==> config.mk <==
export PLATFORM = sky130hd
export DESIGN_NAME = toy_alu_dispatch
export DESIGN_NICKNAME = d
export VERILOG_FILES = /design/src/rtl/toy_alu_dispatch.sv
export SDC_FILE = /design/constraint.sdc
export NUM_CORES = 1
export LEC_CHECK = 0
export CAP_MARGIN = 5
export CORE_MARGIN = 1
export CORE_UTILIZATION = 23
export CTS_BUF_LIST = sky130_fd_sc_hd__clkbuf_4 sky130_fd_sc_hd__clkbuf_8 sky130_fd_sc_hd__clkbuf_16
export DETAILED_ROUTE_END_ITERATION = 6
export PLACE_DENSITY = 0.47
export SYNTH_ARGS = -nofsm -noshare
export SYNTH_HDL_FRONTEND = slang
export SYNTH_SLANG_ARGS = --single-unit
==> constraint.sdc <==
create_clock -name clk -period 2.95 [get_ports clk]
set_input_delay 0.7375 -clock clk [delete_from_list [all_inputs] [get_ports clk]]
set_output_delay 0.7375 -clock clk [all_outputs]
set_load 0.01 [all_outputs]
==> src/rtl/toy_alu_dispatch.sv <==
// -----------------------------------------------------------------------------
// toy_pack / toy_alu_dispatch
//
// Purpose:
//   Issue-side buffer in front of the ALU execution port. Decoded instructions
//   with ready operands are queued in a small circular FIFO. The head entry is
//   presented to the ALU over an instruction_vld/instruction_rdy handshake.
//   When a control-flow instruction pops and the ALU reports a taken redirect,
//   all younger queued entries are dropped, flush pulses for that cycle, and
//   upstream beats are accepted and discarded for HOLD_CYCLES cycles. This
//   sinks fetches that were already in flight down the wrong path.
//
// Ports:
//   clk, rst_n               clock, asynchronous active-low reset
//   in_vld / in_rdy          upstream handshake
//   in_pld, in_idx, in_rd_idx, in_rd_en, in_rs1_val, in_rs2_val, in_pc, in_imm
//                            upstream instruction payload
//   instruction_vld / instruction_rdy
//                            ALU handshake
//   instruction_pld, instruction_idx, inst_rd_idx, inst_rd_en, rs1_val,
//   rs2_val, pc, inst_imm    payload presented to the ALU
//   pc_release_en            ALU: control-flow instruction resolved
//   pc_update_en             ALU: redirect taken
//   flush                    one-cycle pulse in the cycle a redirect is taken
//   busy                     queue non-empty or redirect hold window active
//
// Optional feature:
//   TOY_ALU_DISPATCH_BYPASS_EN - when the queue is empty and the block is not
//   holding, the upstream beat goes straight to the ALU in the same cycle. If
//   the ALU accepts it, the beat is not written to the queue.
// -----------------------------------------------------------------------------

package toy_pack;
    localparam int INST_WIDTH     = 32;
    localparam int INST_IDX_WIDTH = 6;
    localparam int REG_WIDTH      = 32;
    localparam int ADDR_WIDTH     = 32;
endpackage

module toy_alu_dispatch
    import toy_pack::*;
#(
    parameter int DEPTH       = 4,
    parameter int HOLD_CYCLES = 2
) (
    input  logic                      clk,
    input  logic                      rst_n,
    input  logic                      in_vld,
    output logic                      in_rdy,
    input  logic [INST_WIDTH-1:0]     in_pld,
    input  logic [INST_IDX_WIDTH-1:0] in_idx,
    input  logic [4:0]                in_rd_idx,
    input  logic                      in_rd_en,
    input  logic [REG_WIDTH-1:0]      in_rs1_val,
    input  logic [REG_WIDTH-1:0]      in_rs2_val,
    input  logic [ADDR_WIDTH-1:0]     in_pc,
    input  logic [31:0]               in_imm,
    output logic                      instruction_vld,
    input  logic                      instruction_rdy,
    output logic [INST_WIDTH-1:0]     instruction_pld,
    output logic [INST_IDX_WIDTH-1:0] instruction_idx,
    output logic [4:0]                inst_rd_idx,
    output logic                      inst_rd_en,
    output logic [REG_WIDTH-1:0]      rs1_val,
    output logic [REG_WIDTH-1:0]      rs2_val,
    output logic [ADDR_WIDTH-1:0]     pc,
    output logic [31:0]               inst_imm,
    input  logic                      pc_release_en,
    input  logic                      pc_update_en,
    output logic                      flush,
    output logic                      busy
);

    localparam int PTR_W = (DEPTH > 1) ? $clog2(DEPTH) : 1;
    localparam int CNT_W = $clog2(DEPTH + 1);
    localparam int HC_W  = (HOLD_CYCLES > 1) ? $clog2(HOLD_CYCLES) : 1;

    localparam logic [4:0] OP_JAL    = 5'b11011;
    localparam logic [4:0] OP_JALR   = 5'b11001;
    localparam logic [4:0] OP_BRANCH = 5'b11000;

    typedef enum logic {
        ST_RUN  = 1'b0,
        ST_HOLD = 1'b1
    } state_t;

    typedef struct packed {
        logic [INST_WIDTH-1:0]     pld;
        logic [INST_IDX_WIDTH-1:0] idx;
        logic [4:0]                rd_idx;
        logic                      rd_en;
        logic [REG_WIDTH-1:0]      rs1;
        logic [REG_WIDTH-1:0]      rs2;
        logic [ADDR_WIDTH-1:0]     pc;
        logic [31:0]               imm;
    } entry_t;

    state_t            state_q, state_d;
    logic [HC_W-1:0]   hold_cnt_q, hold_cnt_d;
    logic [CNT_W-1:0]  count_q, count_d;
    logic [PTR_W-1:0]  rd_ptr_q, rd_ptr_d;
    logic [PTR_W-1:0]  wr_ptr_q, wr_ptr_d;
    entry_t            mem_q [DEPTH];
    entry_t            mem_d [DEPTH];

    entry_t            in_entry;
    entry_t            out_entry;
    logic              run;
    logic              q_empty;
    logic              byp_sel;
    logic              pop;
    logic              q_pop;
    logic              byp_pop;
    logic              is_cf;
    logic              taken;
    logic              push;

    // A not-taken resolve is an ordinary pop, so release alone drives nothing.
    logic              unused_release;
    assign unused_release = pc_release_en;

    assign in_entry = '{pld: in_pld, idx: in_idx, rd_idx: in_rd_idx,
                        rd_en: in_rd_en, rs1: in_rs1_val, rs2: in_rs2_val,
                        pc: in_pc, imm: in_imm};

    assign run     = (state_q == ST_RUN);
    assign q_empty = (count_q == '0);

    // ------------------------------------------------------------------
    // FSM state register
    // ------------------------------------------------------------------
    always_ff @(posedge clk or negedge rst_n) begin
        if (!rst_n) begin
            state_q    <= ST_RUN;
            hold_cnt_q <= '0;
        end else begin
            state_q    <= state_d;
            hold_cnt_q <= hold_cnt_d;
        end
    end

    // ------------------------------------------------------------------
    // FSM next state: the hold window lasts HOLD_CYCLES cycles after the
    // taken cycle, whatever upstream does during it.
    // ------------------------------------------------------------------
    always_comb begin
        state_d    = state_q;
        hold_cnt_d = hold_cnt_q;
        case (state_q)
            ST_RUN: begin
                if (taken) begin
                    state_d    = ST_HOLD;
                    hold_cnt_d = HC_W'(HOLD_CYCLES - 1);
                end
            end
            ST_HOLD: begin
                if (hold_cnt_q == '0) begin
                    state_d = ST_RUN;
                end else begin
                    hold_cnt_d = hold_cnt_q - HC_W'(1);
                end
            end
            default: state_d = ST_RUN;
        endcase
    end

    // ------------------------------------------------------------------
    // FSM outputs: handshake, payload selection, flush and busy
    // ------------------------------------------------------------------
    always_comb begin
        byp_sel = 1'b0;
`ifdef TOY_ALU_DISPATCH_BYPASS_EN
        byp_sel = q_empty && run;
`endif
        out_entry       = byp_sel ? in_entry : mem_q[rd_ptr_q];
        instruction_vld = byp_sel ? in_vld : (!q_empty && run);
        // In HOLD everything is sunk, so upstream is never stalled there.
        in_rdy          = run ? (count_q < CNT_W'(DEPTH)) : 1'b1;
        busy            = !q_empty || !run;
    end

    assign instruction_pld = out_entry.pld;
    assign instruction_idx = out_entry.idx;
    assign inst_rd_idx     = out_entry.rd_idx;
    assign inst_rd_en      = out_entry.rd_en;
    assign rs1_val         = out_entry.rs1;
    assign rs2_val         = out_entry.rs2;
    assign pc              = out_entry.pc;
    assign inst_imm        = out_entry.imm;

    assign is_cf = (out_entry.pld[6:2] == OP_JAL)  ||
                   (out_entry.pld[6:2] == OP_JALR) ||
                   (out_entry.pld[6:2] == OP_BRANCH);

    assign pop     = instruction_vld && instruction_rdy;
    assign byp_pop = pop && byp_sel;
    assign q_pop   = pop && !byp_sel;
    // ALU resolve signals only matter when a control-flow head leaves.
    assign taken   = pop && is_cf && pc_update_en;
    assign flush   = taken;
    // A push in the taken cycle would be a wrong-path fetch, so it is dropped.
    assign push    = in_vld && in_rdy && run && !taken && !byp_pop;

    // ------------------------------------------------------------------
    // Queue pointers, occupancy and entry storage
    // ------------------------------------------------------------------
    always_comb begin
        rd_ptr_d = rd_ptr_q;
        wr_ptr_d = wr_ptr_q;
        count_d  = count_q;
        for (int i = 0; i < DEPTH; i++) begin
            mem_d[i] = mem_q[i];
        end

        if (taken) begin
            // Drop everything younger than the redirecting instruction. A
            // bypassed redirect never occupied the queue, so its pointers
            // are already equal and stay where they are.
            if (q_pop) begin
                rd_ptr_d = rd_ptr_q + PTR_W'(1);
                wr_ptr_d = rd_ptr_q + PTR_W'(1);
            end
            count_d = '0;
        end else begin
            if (push) begin
                mem_d[wr_ptr_q] = in_entry;
                wr_ptr_d        = wr_ptr_q + PTR_W'(1);
            end
            if (q_pop) begin
                rd_ptr_d = rd_ptr_q + PTR_W'(1);
            end
            count_d = count_q + CNT_W'(push) - CNT_W'(q_pop);
        end
    end

    always_ff @(posedge clk or negedge rst_n) begin
        if (!rst_n) begin
            rd_ptr_q <= '0;
            wr_ptr_q <= '0;
            count_q  <= '0;
            for (int i = 0; i < DEPTH; i++) begin
                mem_q[i] <= '0;
            end
        end else begin
            rd_ptr_q <= rd_ptr_d;
            wr_ptr_q <= wr_ptr_d;
            count_q  <= count_d;
            for (int i = 0; i < DEPTH; i++) begin
                mem_q[i] <= mem_d[i];
            end
        end
    end

endmodule
==> impl_metrics.env <==
export IMPL_worst_pin_slew_ns=0.827
export IMPL_worst_hold_path_type="input pin to async pin"
export IMPL_fin_worst_skew_ns=0.0273
export IMPL_design_final_nets=2518
export IMPL_netlist_area_um2=31500
export IMPL_fp_dieArea_um2=139000
export IMPL_layout_setup_ws_ns=-0.386
export IMPL_failed_checks="negative setup slack"
export IMPL_synth_seq_cells=697
export IMPL_clock_share_of_power_pct=20.4
export IMPL_crit_type="flop to primary output"
export IMPL_p_leak_nw=19.9
export IMPL_wire_per_inst_um=22.5
export IMPL_finalCritPeriodShare_pct=113
export IMPL_post_synth_net_total=1903
export IMPL_synth_area_leaders="sky130_fd_sc_hd__dfrtp_1 (55%), sky130_fd_sc_hd__mux2_4 (15%), sky130_fd_sc_hd__mux2_2 (13%), sky130_fd_sc_hd__mux4_2 (12%), sky130_fd_sc_hd__buf_8 (1.7%)"
export IMPL_cts_htree_levels=3
export IMPL_cell_accounting_for_the_most_synthesized_area="sky130_fd_sc_hd__dfrtp_1"
export IMPL_detail_route_wirelength_um=94300
export IMPL_main_flop_type_after_synthesis="sky130_fd_sc_hd__dfrtp_1"
export IMPL_fin_util_pct=32.3
export IMPL_post_route_cells_drive_above_1_share_pct=62.5
export IMPL_comb_power_share_pct=49.2
export IMPL_grt_antenna_before_repair=23
export IMPL_numPlacedInstances=3893
export IMPL_yosys_cell_types=29
export IMPL_drt_pass1_iter_count=4
export IMPL_grt_start_max_net_pins=69
export IMPL_yosys_area_top_type_share_pct=55.3
export IMPL_finalCriticalPeriod_ns=3.34
export IMPL_grt_remaining_overflow=0
export IMPL_initial_utilization_pct=23.2
export IMPL_reg2regPathDepth=15
export IMPL_die_height_um=372
export IMPL_synthesized_instance_count=1718
export IMPL_timing_rr_start="rd_ptr_q[0]"
export IMPL_design_portCount=354
export IMPL_crit_path_start_kind="flop"
export IMPL_worst_vdd_drop_uv=516
export IMPL_hpwlAfterDp_um=57500
export IMPL_p_sw_w=0.0172
export IMPL_swShare_pct=30.7
export IMPL_postCtsHoldBufs=0
export IMPL_grt_pass1_vias=20553
export IMPL_detailroute_via_count=17805
export IMPL_seq_area_frac_synth_pct=55.3
export IMPL_internal_power_w=0.0387
export IMPL_outcome="finished with violations"
export IMPL_critical_path_reg2reg_endpoint="count_q[2]"
export IMPL_seq_power_share_pct=30.4
export IMPL_track_usage_pct=13.1
export IMPL_fin_tns_setup_ns=-49.11
export IMPL_area_delta_synth_final_pct=39.0
export IMPL_global_route_wire_length_before_repair_um=135000
export IMPL_detailedPlace_worstSlack_ns=-0.598
export IMPL_syn_area_per_cell_um2=18.4
export IMPL_finalSetupViolations=474
export IMPL_worstSkewPairLatency_ns=0.70
export IMPL_cap_viol_max_count=0
export IMPL_cp_data_arrival_time_ns=2.60
export IMPL_synthMostInstantiatedCell="sky130_fd_sc_hd__dfrtp_1"
export IMPL_clock_path_buffers=3
export IMPL_synth_top_cells_by_count="sky130_fd_sc_hd__dfrtp_1 (697), sky130_fd_sc_hd__mux2_2 (368), sky130_fd_sc_hd__mux2_4 (320), sky130_fd_sc_hd__mux4_2 (172), sky130_fd_sc_hd__buf_2 (45)"
export IMPL_cts_inserted_buffers=86
export IMPL_cts_tree="built"
export IMPL_cts_sink_count=697
export IMPL_grt_setup_unrepaired="true"
export IMPL_clk_pin_slew_ns=0.06
export IMPL_final_hold_worst_slack_ns=0.0964
export IMPL_slew_headroom_pct=44.9
export IMPL_max_clock_freq_mhz=300
export IMPL_hold_viol_final=0
export IMPL_powerDensity_nw_per_um2=1270
export IMPL_regToRegSetupSlack_ns=-0.37
export IMPL_route_detailed_vias_per_inst=4.25
export IMPL_timing_critical_path_required_ns=2.21
export IMPL_final_cell_count_no_fill=4188
export IMPL_critical_path_max_fanout=8
export IMPL_setup_worst_path_end_class="primary output"
export IMPL_antenna_left=0
export IMPL_placeableCoreArea_um2=136000
export IMPL_clock_tree_root_cell="sky130_fd_sc_hd__clkbuf_16"
export IMPL_asyncSetResetFlopFracSynth_pct=100
export IMPL_timing_max_transition_violations_final=0
export IMPL_floorplan_rows=135
export IMPL_synth_edf_count=0
export IMPL_gp_congestion=0.739
export IMPL_chipWidth_um=372
export IMPL_placement_io_buffers=352
export IMPL_drt_initial_drc_count=648
export IMPL_yosysWarningCount=0
export IMPL_drc=0
-- critical path, cell delays in order, from the launching register on --
cell	delay, ns
sky130_fd_sc_hd__dfrtp_4	0.54
sky130_fd_sc_hd__buf_4	0.17
sky130_fd_sc_hd__buf_12	0.15
sky130_fd_sc_hd__buf_8	0.15
sky130_fd_sc_hd__buf_16	0.14
sky130_fd_sc_hd__buf_4	0.13
sky130_fd_sc_hd__mux4_2	0.43
sky130_fd_sc_hd__buf_2	0.17
-- sequential cells by signal (all words and copies together) (netlist names) --
signal	flops
mem_q	688
count_q	3
rd_ptr_q	2
wr_ptr_q	2
hold_cnt_q	1
state_q	1
-- layer usage --
metal,routed length [um],global-route usage (%)
met5,237,0
met4,2430,4.51
met3,6790,5.09
met2,45800,20.9
met1,39100,16.1
-- worst max-delay path by stage --
stage / from / end / slack [ns]
final: rd_ptr_q[0] / inst_imm[20] / -0.39
after global routing: rd_ptr_q[0] / flush / -0.53
after CTS: rd_ptr_q[0] / flush / -0.54
after detailed placement: instruction_rdy / flush / -0.60
after global placement: instruction_rdy / count_q[2] / -0.63
after floorplan: instruction_rdy / count_q[2] / -0.04
-- layout by cell type, fill, tap and decap left out, drive strengths merged --
master and count:
or3 1, a21oi 1, nor3 1, or4bb 1
xnor2 4, fa 1, bufinv 11, bufbuf 1
mux2i 2, dfrtp 697, nor3b 2, inv 10
mux4 172, dlygate4sd2 1, nor2 4, nand2 5
mux2 688, o311ai 4, nor2b 1, clkinvlp 1
ha 6, or4 1, and2 1, buf 445
clkinv 20, nand3b 1, clkbuf 142, clkdlybuf4s50 177
xor2 2, diode 3, o21a 1
-- power groups by stage --
stage	clock network [W]	logic, W	registers (W)
6_report	0.0114	0.0275	0.0170
3_3_place_gp	0	0.0239	0.0166
3_5_place_dp	0	0.0242	0.0171
2_1_floorplan	0	0.0146	0.0161
5_1_grt	0.0122	0.0292	0.0176
4_1_cts	0.0118	0.0271	0.0170
-- kinds of logic after synthesis --
family	Yosys count	share of synthesized area, %
flops	697	55.3
buf+inv	122	3.00
xor+xnor	6	0.167
mux	862	40.7
simple gates	18	0.377
fa+ha+maj	7	0.301
compound gates	6	0.151
-- metrics by stage --
stage / power [W] / cell area (um^2)
after floorplan: 0.0307 / 31600
after global placement: 0.0405 / 38300
after detailed placement: 0.0413 / 38300
after CTS: 0.0559 / 42800
after global routing: 0.0590 / 43800
final: 0.0559 / 43800
-- area by class of cell --
class | instances | area [um^2]
clock inverters | 36 | 488
fillers | 13115 | 92000
well taps | 1781 | 2230
diodes | 3 | 7.51
inverters | 6 | 25.0
repair buffers | 643 | 7800
flip-flops and latches | 697 | 17400
multi-input cells | 899 | 13300
clock buffers | 123 | 2570
-- timing repair --
item | 4_1_cts | 5_1_grt
resized for setup | 962 | 125
endpoints found under the hold margin | 0 | 0
cloned | 15 | 20
setup buffers | 78 | 41
endpoints found under the setup margin | 176 | 695
pin swaps | 3 | 9
Power figures use the tool's default switching activity.
